**src/rtl/shared_pkg.sv**
```systemverilog
// Shared types and constants for the SPI RAM controller: command encoding,
// received-word layout and memory geometry.
package shared_pkg;

    localparam int MEM_DEPTH = 256;
    localparam int ADDR_SIZE = 8;
    localparam int MEM_WIDTH = 8;

    typedef enum logic [1:0] {
        WR_ADDR = 2'b00,
        WR_DATA = 2'b01,
        RD_ADDR = 2'b10,
        RD_DATA = 2'b11
    } control_e;

    typedef struct packed {
        control_e               control;
        logic [MEM_WIDTH-1:0]   payload;
    } rx_data_s;

    localparam logic [MEM_WIDTH-1:0] DOUT_RST = {MEM_WIDTH{1'b0}};

endpackage

```
**src/rtl/spi_ram_array.sv**
```systemverilog
// Single-port storage with synchronous write and registered synchronous read.
// Contents and read register are deliberately left unreset.
module spi_ram_array #(
    parameter int MEM_DEPTH = shared_pkg::MEM_DEPTH,
    parameter int MEM_WIDTH = shared_pkg::MEM_WIDTH,
    parameter int ADDR_SIZE = shared_pkg::ADDR_SIZE
) (
    input  logic                 clk,
    input  logic                 we,
    input  logic [ADDR_SIZE-1:0] waddr,
    input  logic [MEM_WIDTH-1:0] wdata,
    input  logic                 re,
    input  logic [ADDR_SIZE-1:0] raddr,
    output logic [MEM_WIDTH-1:0] rdata
);

    logic [MEM_WIDTH-1:0] mem_r [MEM_DEPTH];

    // Storage write port and registered read port
    always_ff @(posedge clk) begin
        if (we) begin
            mem_r[waddr] <= wdata;
        end
        if (re) begin
            rdata <= mem_r[raddr];
        end
    end

endmodule

```
**src/rtl/spi_ram_ctrl.sv**
```systemverilog
// Executes SPI-slave command words against a local RAM, with auto-incrementing
// read/write pointers and a pulse flagging data commands that lack an address.
module spi_ram_ctrl #(
    parameter int MEM_DEPTH = shared_pkg::MEM_DEPTH,
    parameter int ADDR_SIZE = shared_pkg::ADDR_SIZE,
    parameter int MEM_WIDTH = shared_pkg::MEM_WIDTH
) (
    input  logic                 clk,
    input  logic                 rst,
    input  logic [MEM_WIDTH+1:0] din,
    input  logic                 rx_valid,
    output logic [MEM_WIDTH-1:0] dout,
    output logic                 tx_valid,
    output logic                 seq_err
);
    import shared_pkg::*;

    rx_data_s               cmd_s;
    logic [ADDR_SIZE-1:0]   wr_ptr_r, wr_ptr_nxt_s;
    logic [ADDR_SIZE-1:0]   rd_ptr_r, rd_ptr_nxt_s;
    logic                   wr_vld_r, wr_vld_nxt_s;
    logic                   rd_vld_r, rd_vld_nxt_s;
    logic                   we_s, re_s;
    logic                   tx_valid_r, tx_valid_nxt_s;
    logic                   seq_err_r, seq_err_nxt_s;
    logic                   dout_clr_r;
    logic [MEM_WIDTH-1:0]   rdata_s;

    // Wrap at MEM_DEPTH so non-power-of-two depths stay in range
    function automatic logic [ADDR_SIZE-1:0] ptr_inc(input logic [ADDR_SIZE-1:0] p);
        logic [ADDR_SIZE-1:0] nxt;
        if (p == ADDR_SIZE'(MEM_DEPTH - 1)) begin
            nxt = {ADDR_SIZE{1'b0}};
        end else begin
            nxt = p + {{(ADDR_SIZE-1){1'b0}}, 1'b1};
        end
        return nxt;
    endfunction

    assign cmd_s = rx_data_s'(din);

    // Command decode; reset suppresses any memory access in the same cycle
    always_comb begin
        wr_ptr_nxt_s   = wr_ptr_r;
        wr_vld_nxt_s   = wr_vld_r;
        rd_ptr_nxt_s   = rd_ptr_r;
        rd_vld_nxt_s   = rd_vld_r;
        we_s           = 1'b0;
        re_s           = 1'b0;
        tx_valid_nxt_s = 1'b0;
        seq_err_nxt_s  = 1'b0;
        if (rx_valid && !rst) begin
            case (cmd_s.control)
                WR_ADDR: begin
                    wr_ptr_nxt_s = cmd_s.payload[ADDR_SIZE-1:0];
                    wr_vld_nxt_s = 1'b1;
                end
                WR_DATA: begin
                    if (wr_vld_r) begin
                        we_s         = 1'b1;
                        wr_ptr_nxt_s = ptr_inc(wr_ptr_r);
                    end else begin
                        seq_err_nxt_s = 1'b1;
                    end
                end
                RD_ADDR: begin
                    rd_ptr_nxt_s = cmd_s.payload[ADDR_SIZE-1:0];
                    rd_vld_nxt_s = 1'b1;
                end
                RD_DATA: begin
                    if (rd_vld_r) begin
                        re_s           = 1'b1;
                        tx_valid_nxt_s = 1'b1;
                        rd_ptr_nxt_s   = ptr_inc(rd_ptr_r);
                    end else begin
                        seq_err_nxt_s = 1'b1;
                    end
                end
                default: begin
                    seq_err_nxt_s = 1'b0;
                end
            endcase
        end else begin
            we_s = 1'b0;
        end
    end

    // Pointer, flag and pulse registers
    always_ff @(posedge clk) begin
        if (rst) begin
            wr_ptr_r   <= {ADDR_SIZE{1'b0}};
            rd_ptr_r   <= {ADDR_SIZE{1'b0}};
            wr_vld_r   <= 1'b0;
            rd_vld_r   <= 1'b0;
            tx_valid_r <= 1'b0;
            seq_err_r  <= 1'b0;
            dout_clr_r <= 1'b1;
        end else begin
            wr_ptr_r   <= wr_ptr_nxt_s;
            rd_ptr_r   <= rd_ptr_nxt_s;
            wr_vld_r   <= wr_vld_nxt_s;
            rd_vld_r   <= rd_vld_nxt_s;
            tx_valid_r <= tx_valid_nxt_s;
            seq_err_r  <= seq_err_nxt_s;
            if (re_s) begin
                dout_clr_r <= 1'b0;
            end
        end
    end

    spi_ram_array #(
        .MEM_DEPTH (MEM_DEPTH),
        .MEM_WIDTH (MEM_WIDTH),
        .ADDR_SIZE (ADDR_SIZE)
    ) u_array (
        .clk   (clk),
        .we    (we_s),
        .waddr (wr_ptr_r),
        .wdata (cmd_s.payload),
        .re    (re_s),
        .raddr (rd_ptr_r),
        .rdata (rdata_s)
    );

    // The array's read register has no reset, so mask it until the first read
    assign dout     = dout_clr_r ? DOUT_RST : rdata_s;
    assign tx_valid = tx_valid_r;
    assign seq_err  = seq_err_r;

endmodule

```
**config.mk**
```make
export PLATFORM = sky130hd
export DESIGN_NAME = spi_ram_ctrl
export DESIGN_NICKNAME = d
export VERILOG_FILES = /design/src/rtl/shared_pkg.sv /design/src/rtl/spi_ram_array.sv /design/src/rtl/spi_ram_ctrl.sv
export SDC_FILE = /design/constraint.sdc
export NUM_CORES = 2
export LEC_CHECK = 0
export ABC_AREA = 1
export ABC_CLOCK_PERIOD_IN_PS = 3100
export CELL_PAD_IN_SITES_DETAIL_PLACEMENT = 0
export CELL_PAD_IN_SITES_GLOBAL_PLACEMENT = 2
export CORE_ASPECT_RATIO = 0.6
export CORE_MARGIN = 8
export CORE_UTILIZATION = 44
export DETAILED_ROUTE_END_ITERATION = 10
export GPL_ROUTABILITY_DRIVEN = 0
export PLACE_DENSITY_LB_ADDON = 0.15
export SYNTH_ARGS = -nofsm -noshare
export SYNTH_HDL_FRONTEND = slang
export SYNTH_SLANG_ARGS = --single-unit
export TNS_END_PERCENT = 30
```
**constraint.sdc**
```tcl
create_clock -name clk -period 3.1 [get_ports clk]
set_input_delay 0.93 -clock clk [delete_from_list [all_inputs] [get_ports clk]]
set_output_delay 0.93 -clock clk [all_outputs]
set_load 0.05 [all_outputs]
```
---- Yosys cells after proc, flatten, opt, wreduce, memory -nomap -nowiden ----
Memory sizes are Yosys's and may differ from the RTL's. A register that Yosys moved wholly into a read port is not among the register bits.
Cells that the tools add are included.
cells by class
  $add $sub $neg .......................... 2
  multiply operators ...................... 0
  div/mod/pow operators ................... 0
  $lt $le $gt $ge ......................... 0
  equal/unequal tests ..................... 7
  shifts and indexed selects .............. 0
  multiplexer cells ....................... 18
  bitwise logic cells ..................... 1
  reduce and logical (&&, ||, !) cells .... 10
operators with widths
  kind                                           number
  2-to-1 mux 8 bit                               5
  case mux 8 bit (2 select lines)                2
  adder 8 x 1 -> 8 bit, second input constant    2
  == test 8 bit, second input constant           2
  2-to-1 mux 1 bit                               10
  AND reduction 3 bit                            2
  == test 2 bit, second input constant           2
  inequality test 2 bit, second input constant   2
  AND reduction 2 bit                            2
  nonzero test 2 bit                             2
  == test 2 x 1 -> 1 bit, second input constant  1
  logical NOT 2 bit                              1
  case mux 1 bit (2 select lines)                1
  OR reduction 2 bit                             1
  logical AND 1 bit                              1
  logical NOT 1 bit                              1
  inverter 1 bit                                 1
storage, ports and cells
  bits in registers ....................... 21
  latch bits .............................. 0
  RAM bits ................................ 2048
  ROM bits ................................ 0
  bits of input ports ..................... 13
  output and inout port bits .............. 10
  memories kept ........................... 1
memory list
  name           depth  bits a word  read ports  clocked after memory_dff  write ports  RTL line             source
  u_array.mem_r  256    8            1           1                         1            spi_ram_array.sv:17  logic [MEM_WIDTH-1:0] mem_r [MEM_DEPTH];

---- Depth between registers and ports, before layout ----
  word-level depth ........................ 5
  mapped depth ............................ 15
  gate-level depth less buffers ........... 11

---- Cells and area by module ----
A second synthesis with hierarchy kept.
second synthesis, totals
  cells, all modules ...................... 7211
  area total of the unflattened synthesis .. 84777.6 um^2
by module, submodules not included
  module         instances  cells each  area an instance (um^2)  sequential area each (um^2)
  spi_ram_array  1          7003        83476.3                  61739.2
  spi_ram_ctrl   1          208         1301.2                   420.4

---- Worst setup path before layout ----
Ideal clock, no wire load.
  path kind ............................... in2reg
  start point ............................. input rst
  end point ............................... memory u_array.mem_r[102][0], enable pin
  setup time .............................. 370 ps
  data arrival time ....................... 2409 ps
  required time ........................... 2730 ps
  setup slack ............................. 321 ps
  stages on the path ...................... 9
  buffers on the path ..................... 2
  path through ............................ buf_2 -> inv_2 -> nand2_2 -> nor3_4 -> inv_2 -> nor2_4 -> nand2_2 -> buf_2 -> nor2_1
between the ends
  word-level cells in the longest chain between the ends .. 5
ends and longest elaborated chain
  what                                    RTL line             source
  start, declared                         spi_ram_ctrl.sv:9    input logic rst,
  logical NOT 1 bit                       spi_ram_ctrl.sv:52   if (rx_valid && !rst) begin
  logical AND 1 bit                       spi_ram_ctrl.sv:52
  2-to-1 mux 1 bit                        spi_ram_ctrl.sv:52
  2-to-1 mux 1 bit                        spi_ram_array.sv:21  if (we) begin
  2-to-1 mux 1 bit (implied by the code)  spi_ram_array.sv:22  mem_r[waddr] <= wdata;
  end, declared                           spi_ram_array.sv:17
Every way passes these cells.

==> run_results.csv <==
group,metric,value,unit
clocking,post-cts-setup-buffers,0,
timing,hold_violations,0,
power,powerDensity,602,nW/um^2
setup_path,rr_startpoint,"rd_ptr_r[1]$_SDFFE_PP0P_",
routing,drt-initial-drc-count,7448,
run_status,status,"finished clean",
timing,rsz0062_at_grt,"no",
yosys,syn_nets,7145,
floorplan,io_pins,23,
floorplan,coreArea,191000,sq um
setup_path,rrSetupSlack,0.19,ns
yosys,seq_area_frac_synth,73.5,%
timing,hold_ws,0.470,ns
grt,grt_max_degree,111,
yosys,yosysTopAreaCell,"edfxtp_1",
clocking,cts_buffers,197,
setup_path,crit_slowest_cell,"inv_8",
routing,finalWirelength,274000,microns
setup_path,setup.worst_path.start,"rd_ptr_r[1]$_SDFFE_PP0P_",
setup_path,worst_setup_path_end_kind,"flip-flop",
setup_path,startpoint_type,"flip-flop",
routing,drc,0,
timing,setup_tns,0,ns
clocking,clk_pin_slew,0.07,ns
floorplan,rows,124,
worst_hold_path,hp-class,"in2reg",
timing,fin_crit_sh,94.0,%
yosys,synthArstFlopShare,0,%
timing,worstMarginPinSlew,0.750,ns
timing,finalSetupViolations,0,
yosys,synth-edff-count,2056,
power,p_leak,34.5,nW
place,dp_hpwl,175000,microns
timing,slew_headroom,50.0,%
yosys,synth_seq_cells,2077,
grt,first_global_vias,55100,
setup_path,slowest_delay,0.40,ns
clocking,tritoncts,"built",
place,io_buffer_count,22,
setup_path,rr_worst_depth,11,
routing,dr.pass1.iters,7,
timing,fin_crit,2.91,ns
power,finalPower,58.9,mW
routing,vias,57700,
clocking,cts_root_buf,"clkbuf_16",
clocking,htreeDepth,4,
flow_run,maxCapViolCount,0,
yosys,synth_cells,7127,
clocking,clock_latency,0.85,ns
setup_path,worst-setup-path-type,"reg2reg",
grt,track_usage,25.9,%
timing,skew,0.0345,ns
grt,gr-total-overflow,0,
yosys,netlist_area,84600,sq um
floorplan,initial_core_util,44.4,%
yosys,ys.flop_type,"edfxtp_1",
clocking,holdBufCountCts,0,
floorplan,fp.dieArea,207000,sq um
power,peakVddDrop,0.000473,V
timing,slew_viol_final,0,
setup_path,timing.critical_path.arrival,3.48,ns
setup_path,cp_cell_sequence,"inv_8 > buf_12 > nand3_1 > nand3_1 > nand3_1 > nand3_1 > nand3_1 > nand3_1 > nand2_1 > nand2_1 > nand2_1",
clocking,clockBufferDepth,4,
finish,fin_nets,7465,
routing,ant_nets,0,
setup_path,regToRegEndpoint,"u_array.rdata[4]$_DFFE_PP_",
routing,drt-vias-per-instance,5.70,
yosys,synth_most_common_cell,"nand2_1",
yosys,synth_top_area_share,73.0,%
floorplan,die_w,582,microns
setup_path,critPathMaxFanout,49,
setup_path,cp-endpoint,"u_array.rdata[4]$_DFFE_PP_",
finish,drive_above_1_share,12.1,%
setup_path,required,3.67,ns
grt,grt_pass1_wl,394000,microns
yosys,ys_warn_count,0,
clocking,clock_sinks,2077,
floorplan,die_h,356,microns
grt,antenna_found_initial,6,
finish,syn2layout_area_growth,15.7,%
yosys,yosys-top-cells-area,"edfxtp_1 (73%), nand3_1 (12%), nand2_1 (9.4%)",
timing,clock.fmax,343,MHz
yosys,synth_common_cells,"nand2_1 (2127), edfxtp_1 (2056), nand3_1 (2027)",
setup_path,cp_common_cell,"nand3_1",
yosys,synthDistinctLibCells,32,
routing,wl_per_cell,27.1,microns
yosys,avgSynthCellArea,11.9,sq um
-- placed cells by master, fill, tap and decap left out, types with 6 or more instances in the layout --
master and count:
a221oi_1 9, buf_8 8, clkbuf_16 201, nand3_1 2024
edfxtp_1 2056, nand2_2 14, buf_12 125, clkinv_1 53
clkdlybuf4s50_1 6, buf_4 463, clkinvlp_4 12, inv_1 30
clkbuf_1 16, a21oi_1 16, dfxtp_1 15, nor2_1 283
clkinv_2 35, bufinv_16 23, o21ai_0 11, dlygate4sd2_1 8
nand2_1 2126, clkinv_4 6
-- state kept, by name, summed over array words and instances (netlist names) --
register and flops:
u_array.rdata 8, dout_clr_r 1, wr_vld_r 1, tx_valid 1, u_array.mem_r 2048, rd_vld_r 1
seq_err 1, rd_ptr_r 8, wr_ptr_r 8
-- worst min-delay path by stage --
| stage | from | endpoint | slack (ns) | depth (start not counted) |
|---|---|---|---|---|
| after global placement | rd_vld_r$_SDFFE_PP0P_ | tx_valid$_SDFF_PP0_ | 0.50 | 2 |
| after CTS | din[6] | u_array.mem_r[204][6]$_DFFE_PP_ | 0.42 | 1 |
| after floorplan | rd_vld_r$_SDFFE_PP0P_ | tx_valid$_SDFF_PP0_ | 0.46 | 2 |
| after detailed placement | rd_vld_r$_SDFFE_PP0P_ | tx_valid$_SDFF_PP0_ | 0.49 | 2 |
| final | din[6] | u_array.mem_r[205][6]$_DFFE_PP_ | 0.47 | 1 |
| after global routing | din[6] | u_array.mem_r[220][6]$_DFFE_PP_ | 0.43 | 1 |
-- worst max-delay path: cells and delay by family, from the launching register on --
family        cells  cell delay [ns]
buf+inv           2             0.73
simple gates      9             1.44
flops             1             0.39
-- per-layer routing --
metal	vias up	global-route usage, %	part of all wire, %
li1	26000	-	-
met4	0	4.85	1.8
met1	28800	41.0	47
met3	301	4.92	9.1
met5	-	0	0
met2	2571	37.2	42
-- layout make-up --
class / instances / area, sq um
multi-input combinational: 4519 / 19800
clock buffer: 217 / 5090
antenna: 2 / 5.00
clock inverter: 130 / 1230
inverter: 42 / 196
tap: 2520 / 3150
fill: 16600 / 92800
timing repair buffer: 610 / 6230
sequential: 2077 / 62200
-- report_power, final --
group / switching [mW] / total (mW) / internal (mW)
Sequential: 0.0272 / 30.9 / 30.8
Clock: 10.4 / 24.1 / 13.7
Combinational: 2.93 / 3.93 / 1.00
-- kinds of logic after synthesis --
| logic type | share of synthesized area [%] |
|---|---|
| AO/OA/AOI/OAI | 0.349 |
| XOR/XNOR | 0.0207 |
| adder cells (fa/ha/maj) | 0.0740 |
| buffers and inverters | 3.14 |
| flip-flops | 73.5 |
| AND/OR/NAND/NOR | 22.9 |
-- through the flow --
stage               util [%]  setup WS, ns  cells  area [sq um]
finish                  51.3         0.187  10100         97900
global route            51.3        0.0854  10100         97900
CTS                     51.3         0.144  10100         97900
detailed placement      48.0        -0.325   9768         91600
global placement        48.0        -0.338   9768         91600
floorplan                  -         0.321   7127         84600
-- timing repair --
item,CTS,global route
gates resized for setup,8,0
hold endpoints to repair,0,0
setup endpoints to repair,8,0
Power figures use the tool's default switching activity.
